File: config.mk
export PLATFORM = sky130hd
export DESIGN_NAME = dcache_writeback_buffer
export DESIGN_NICKNAME = d
export VERILOG_FILES = /design/src/rtl/dcache_writeback_buffer.sv
export SDC_FILE = /design/constraint.sdc
export NUM_CORES = 2
export LEC_CHECK = 0
export ABC_AREA = 1
export CAP_MARGIN = 15
export CORE_MARGIN = 5
export CORE_UTILIZATION = 43
export CTS_CLUSTER_SIZE = 12
export DETAILED_ROUTE_END_ITERATION = 10
export DONT_BUFFER_PORTS = 1
export SLEW_MARGIN = 20
export SYNTH_ARGS = -nofsm -noshare
export SYNTH_HDL_FRONTEND = slang
export SYNTH_SLANG_ARGS = --single-unit
File: constraint.sdc
create_clock -name clk_i -period 39.1 [get_ports clk_i]
set_input_delay 7.82 -clock clk_i [delete_from_list [all_inputs] [get_ports clk_i]]
set_output_delay 7.82 -clock clk_i [all_outputs]
set_load 0.03 [all_outputs]
File: src/rtl/dcache_writeback_buffer.sv
// Write-back buffer: FIFO of dirty evicted lines drained to memory, with in-place
// coalescing of non-head entries and a combinational refill lookup.
module dcache_writeback_buffer #(
  parameter int unsigned ADDR_SIZE       = 32,
  parameter int unsigned CACHE_LINE_SIZE = 256,
  parameter int unsigned DEPTH           = 4
) (
  input  logic                         clk_i,
  input  logic                         reset_i,
  input  logic                         push_valid_i,
  output logic                         push_ready_o,
  input  logic [ADDR_SIZE-1:0]         push_addr_i,
  input  logic [CACHE_LINE_SIZE-1:0]   push_data_i,
  input  logic [ADDR_SIZE-1:0]         lookup_addr_i,
  output logic                         lookup_hit_o,
  output logic [CACHE_LINE_SIZE-1:0]   lookup_data_o,
  output logic                         mem_valid_o,
  input  logic                         mem_ready_i,
  output logic [ADDR_SIZE-1:0]         mem_addr_o,
  output logic [CACHE_LINE_SIZE-1:0]   mem_data_o,
  output logic [$clog2(DEPTH+1)-1:0]   count_o,
  output logic                         empty_o,
  output logic                         full_o
);

  localparam int unsigned OFFSET = $clog2(CACHE_LINE_SIZE / 8);
  localparam int unsigned TAG_W  = ADDR_SIZE - OFFSET;
  localparam int unsigned PTR_W  = $clog2(DEPTH);
  localparam int unsigned CNT_W  = $clog2(DEPTH + 1);

  logic [DEPTH-1:0]           valid_q;
  logic [TAG_W-1:0]           tag_q  [DEPTH];
  logic [CACHE_LINE_SIZE-1:0] data_q [DEPTH];
  logic [PTR_W-1:0]           head_q, tail_q;
  logic [CNT_W-1:0]           count_q;

  logic [TAG_W-1:0] push_tag, lookup_tag;
  logic             push_acc, pop, coalesce, alloc;
  logic [PTR_W-1:0] coalesce_idx;
  logic             head_hit, newer_hit;
  logic [CACHE_LINE_SIZE-1:0] newer_data;
  logic             unused_offset_bits;

  assign push_tag   = push_addr_i[ADDR_SIZE-1:OFFSET];
  assign lookup_tag = lookup_addr_i[ADDR_SIZE-1:OFFSET];
  assign unused_offset_bits = ^{push_addr_i[OFFSET-1:0], lookup_addr_i[OFFSET-1:0]};

  assign full_o       = (count_q == CNT_W'(DEPTH));
  assign empty_o      = (count_q == '0);
  assign count_o      = count_q;
  assign push_ready_o = !full_o;
  assign mem_valid_o  = !empty_o;
  assign mem_addr_o   = mem_valid_o ? {tag_q[head_q], {OFFSET{1'b0}}} : '0;
  assign mem_data_o   = mem_valid_o ? data_q[head_q] : '0;

  assign push_acc = push_valid_i && push_ready_o;
  assign pop      = mem_valid_o && mem_ready_i;
  assign alloc    = push_acc && !coalesce;

  // The head may be mid-transfer, so only newer entries are eligible for coalescing.
  always_comb begin
    coalesce     = 1'b0;
    coalesce_idx = '0;
    for (int i = 0; i < DEPTH; i++) begin
      if (push_acc && valid_q[i] && tag_q[i] == push_tag && PTR_W'(i) != head_q) begin
        coalesce     = 1'b1;
        coalesce_idx = PTR_W'(i);
      end
    end
  end

  // A newer duplicate of the head holds the freshest data and takes priority.
  always_comb begin
    newer_hit  = 1'b0;
    newer_data = '0;
    head_hit   = valid_q[head_q] && (tag_q[head_q] == lookup_tag);
    for (int i = 0; i < DEPTH; i++) begin
      if (valid_q[i] && tag_q[i] == lookup_tag && PTR_W'(i) != head_q) begin
        newer_hit  = 1'b1;
        newer_data = data_q[i];
      end
    end
    lookup_hit_o  = head_hit || newer_hit;
    lookup_data_o = newer_hit ? newer_data : (head_hit ? data_q[head_q] : '0);
  end

  always_ff @(posedge clk_i or posedge reset_i) begin
    if (reset_i) begin
      valid_q <= '0;
      head_q  <= '0;
      tail_q  <= '0;
      count_q <= '0;
      for (int i = 0; i < DEPTH; i++) begin
        tag_q[i]  <= '0;
        data_q[i] <= '0;
      end
    end else begin
      if (pop) begin
        valid_q[head_q] <= 1'b0;
        head_q          <= head_q + PTR_W'(1);
      end
      if (coalesce) begin
        data_q[coalesce_idx] <= push_data_i;
      end else if (alloc) begin
        valid_q[tail_q] <= 1'b1;
        tag_q[tail_q]   <= push_tag;
        data_q[tail_q]  <= push_data_i;
        tail_q          <= tail_q + PTR_W'(1);
      end
      count_q <= count_q + CNT_W'(alloc) - CNT_W'(pop);
    end
  end

endmodule

==> summary.md <==
| Metric | Value |
|---|---|
| Detail Route Antenna Nets | 0 |
| Most numerous cell in the Yosys netlist | sky130_fd_sc_hd__nand2_1 |
| Number of storage elements in the synthesis netlist | 1143 |
| Hold Buf Count CTS | 0 |
| Final-layout setup total negative slack | 0 ns |
| Final design utilization | 45.9% |
| Max FO, Critical Path | 49 |
| Failing checks | design-rule violations, max-slew violations |
| Critical Path AT | 13.62 ns |
| Cell at the root of the clock tree | sky130_fd_sc_hd__clkbuf_16 |
| Worst r2r path cells | 17 |
| Number of buffers on the longest clock path | 3 |
| Leading register cell type out of synthesis | sky130_fd_sc_hd__dfrtp_1 |
| Worst VDD drop | 0.0000640 V |
| Category of the worst setup path capture point | output port |
| Share of synthesized area occupied by flip-flops and latches | 39.2% |
| Count of endpoints failing setup in the final report | 0 |
| Vertical extent of the die | 422 um |
| Post-CTS repair timing setup buffer count | 0 |
| Netlist cell types | 38 |
| First DRT Iteration DRCs | 9376 |
| Drt via density | 5.98 |
| Synthesis-to-finish area growth | 6.28% |
| Count of fill cells added during filler insertion | 17.6k |
| Slowest cell on the critical path | sky130_fd_sc_hd__buf_4 |
| Largest delay share family, worst path | buffers and inverters |
| Core Footprint | 0.169 mm^2 |
| Vias in the first global route | 71.6k |
| Final Non-Filler Cells | 12.9k |
| Number of cells on the critical path | 15 |
| Post-place setup slack | 17.82 ns |
| First-pass GRT wire length | 478000 um |
| Actual slew at the worst max-slew pin | 1.84 ns |
| Detailed Route WL | 323000 um |
| Clock skew | 0.0393 ns |
| Total area of sequential cells | 0.0286 mm^2 |
| # placed instances | 12.7k |
| Core Rows | 151 |
| EDFF count, synth | 0 |
| Final Cycle Share | 54.8% |
| Cell type contributing the most total cell area after synthesis | sky130_fd_sc_hd__dfrtp_1 |
| Crit path kind | in2out |
| Met3 global-route usage | 7.25% |
| Rel. slew slack | -22.5% |
| Final Power | 7.04 mW |
| Fraction of layout cells with a size suffix above 1 | 3.56% |
| Clock slew at reported path FFs | 0.05 ns |
| GR Util All Layers | 34.8% |
| Share of flip-flops with an asynchronous set or reset after synthesis | 100% |
| Maximum number of pins on one net before global-route repair | 207 |
| Class of the tightest hold or removal check | reg2reg |
| Standby leakage power | 39.7 nW |
| # Max-Cap Violations | 0 |
| Most prevalent standard cell on the critical path | sky130_fd_sc_hd__buf_4 |
| Area used by multi-input combinational logic | 0.0386 mm^2 |
| Number of port buffers | 0 |
| Full die area | 0.178 mm^2 |
| Number of I/O pins | 876 |
| GP Congestion | 1.04 |
| Starting density of the core | 43.2% |
| RSZ-0062 raised after global routing | false |
| Post-Synthesis Cells | 11.3k |
| Commonest cells in the synthesized netlist | 4491 x sky130_fd_sc_hd__nand2_1, 1888 x sky130_fd_sc_hd__nand3_1, 1143 x sky130_fd_sc_hd__dfrtp_1 |
| Post-detailed-placement half-perimeter wirelength | 187000 um |
| Clock Sink Count | 1143 |
| Most crowded layer after global routing | met2 |
| Netlist area before placement | 0.0729 mm^2 |
| Hold path depth | 2 |
| Endpoint required time on the critical path | 31.28 ns |
| Die X-Extent | 422 um |
| Maximum frequency from static timing analysis | 46.6 MHz |
| M1 GR Usage | 45.6% |
| Delay of the slowest cell on the worst path | 0.82 ns |
| Total grt overflow | 0 |
| M2 GR Usage | 53.2% |
| Standard cell area after detailed placement | 0.0727 mm^2 |
| Critical-path cell list | inv_1, o21ai_0, nor3_1, nand3_4, nor2_4, buf_4, inv_2, nand2_8, buf_4, buf_4, buf_4, nand2_1, nand3_1, nand2_1, nand2_1 |
| Initial antenna violation count | 3 |
| Time the final worst path needs with I/O delays and setup | 21.44 ns |
| Avg Cell Area, Syn | 6.47 um^2 |
| Synthesis Warnings | 0 |
| Deepest level of the CTS H-tree | 4 |
| Remaining DRCs | 2 |
| Count of TritonRoute iterations in the first routing pass | 9 |
| Net count of the finished layout | 10.9k |
| Result of the run | finished with violations |
| Clock tree from TritonCTS | done |
| Worst hold slack across all endpoints | 0.493 ns |
| Power density of the placed cells | 90.9 mW/mm^2 |
| Final Max Tran Viols | 119 |
| Buffers and inverters on the worst path | 6 |
| Final Worst Setup Slack | 17.66 ns |
| Vias | 77.3k |
| Post-synth top area share | 39.2% |
| Routed length per instance | 25.0 um |
| Number of resized instances in the post-cts repair step | 0 |
| Inserted Clock Buffers | 141 |
| Clock insertion delay at the later pin of the skew report | 0.81 ns |
| Cell area after layout | 0.0775 mm^2 |
| Startpoint types | input port |
| Number of endpoints with negative hold slack in the final report | 0 |
| Cell types with the largest area share after synthesis | sky130_fd_sc_hd__dfrtp_1 39%, sky130_fd_sc_hd__nand2_1 23%, sky130_fd_sc_hd__nand3_1 13%, sky130_fd_sc_hd__nor2_1 5.0%, sky130_fd_sc_hd__o21ai_0 4.1% |
## state kept, by name, summed over array words and instances, names as in the netlist
| name | flops |
|---|---|
| data_q | 1024 |
| tag_q | 108 |
| valid_q | 4 |
| count_o | 3 |
| head_q | 2 |
| tail_q | 2 |
## cell type report
class	instances	share of cell area, %
Antenna cell	2	0.00646
Clock buffer	208	5.34
Clock inverter	46	0.779
Inverter	425	2.08
Multi-Input combinational cell	8748	49.8
Sequential cell	1143	36.9
Tap cell	2218	3.58
Timing Repair Buffer	122	1.51
## routing by layer
layer / wire, um / vias up
met2: 141000 / 4575
li1: - / 35100
met3: 32400 / 884
met4: 21400 / 0
met1: 127000 / 36700
met5: 0 / -
## where the power goes
group | total, mW | switching (mW) | internal, mW
logic | 3.44 | 2.64 | 0.796
registers | 2.24 | 0.498 | 1.74
clock network | 1.37 | 0.564 | 0.801
total | 7.04 | 3.70 | 3.34
## placed cells by master, fill, tap and decap left out, types with 4 or more instances in the layout
cell / synthesis / layout
sky130_fd_sc_hd__a21oi_1: 303 / 303
sky130_fd_sc_hd__a32oi_1: 256 / 256
sky130_fd_sc_hd__buf_12: 0 / 17
sky130_fd_sc_hd__buf_4: 87 / 99
sky130_fd_sc_hd__buf_6: 3 / 5
sky130_fd_sc_hd__bufinv_16: 0 / 10
sky130_fd_sc_hd__clkbuf_1: 507 / 35
sky130_fd_sc_hd__clkbuf_16: 0 / 144
sky130_fd_sc_hd__clkbuf_8: 0 / 29
sky130_fd_sc_hd__clkinv_2: 0 / 23
sky130_fd_sc_hd__clkinv_8: 0 / 7
sky130_fd_sc_hd__conb_1: 1 / 5
sky130_fd_sc_hd__dfrtp_1: 1143 / 1142
sky130_fd_sc_hd__ha_1: 10 / 10
sky130_fd_sc_hd__inv_1: 411 / 410
sky130_fd_sc_hd__inv_2: 14 / 12
sky130_fd_sc_hd__nand2_1: 4491 / 4482
sky130_fd_sc_hd__nand2_4: 0 / 9
sky130_fd_sc_hd__nand3_1: 1888 / 1887
sky130_fd_sc_hd__nand4_1: 36 / 36
sky130_fd_sc_hd__nor2_1: 965 / 963
sky130_fd_sc_hd__nor2_4: 2 / 5
sky130_fd_sc_hd__nor3_1: 11 / 10
sky130_fd_sc_hd__o2111ai_1: 4 / 4
sky130_fd_sc_hd__o21ai_0: 603 / 603
sky130_fd_sc_hd__o21ai_1: 45 / 45
sky130_fd_sc_hd__o22ai_1: 37 / 37
sky130_fd_sc_hd__or2_2: 4 / 4
sky130_fd_sc_hd__xnor2_1: 36 / 36
sky130_fd_sc_hd__xor2_1: 31 / 31
## worst paths after layout
check | start | end | slack [ns]
worst max-delay path | lookup_addr_i[16] | lookup_data_o[126] | 17.66
worst min-delay path | data_q[317] | data_q[317] | 0.49
worst max register to register | head_q[0] | data_q[418] | 31.97
worst min register to register | data_q[317] | data_q[317] | 0.49
max in group asynchronous | reset_i | data_q[158] | 27.88
min in group asynchronous | reset_i | data_q[46] | 6.94
## tightest hold or removal path: cells and delay by family (launching register included)
kind             cells  cell delay [ns]
flip-flops           1             0.35
AND/OR/NAND/NOR      2             0.11
## cell families (layout without fill, tap and decap cells)
kind of cell,count (synthesis),count (layout),synth area share [%]
xor gates and xnor gates,67,67,0.805
buffers and inverters,1377,801,8.06
and+or+nand+nor,7412,7412,41.7
DFF,1143,1143,39.2
AOI/OAI and AO/OA,1253,1253,10.0
adders and majority gates,11,11,0.199
other,1,7,0.00515
Note: power is estimated with default switching activity, not from simulation.
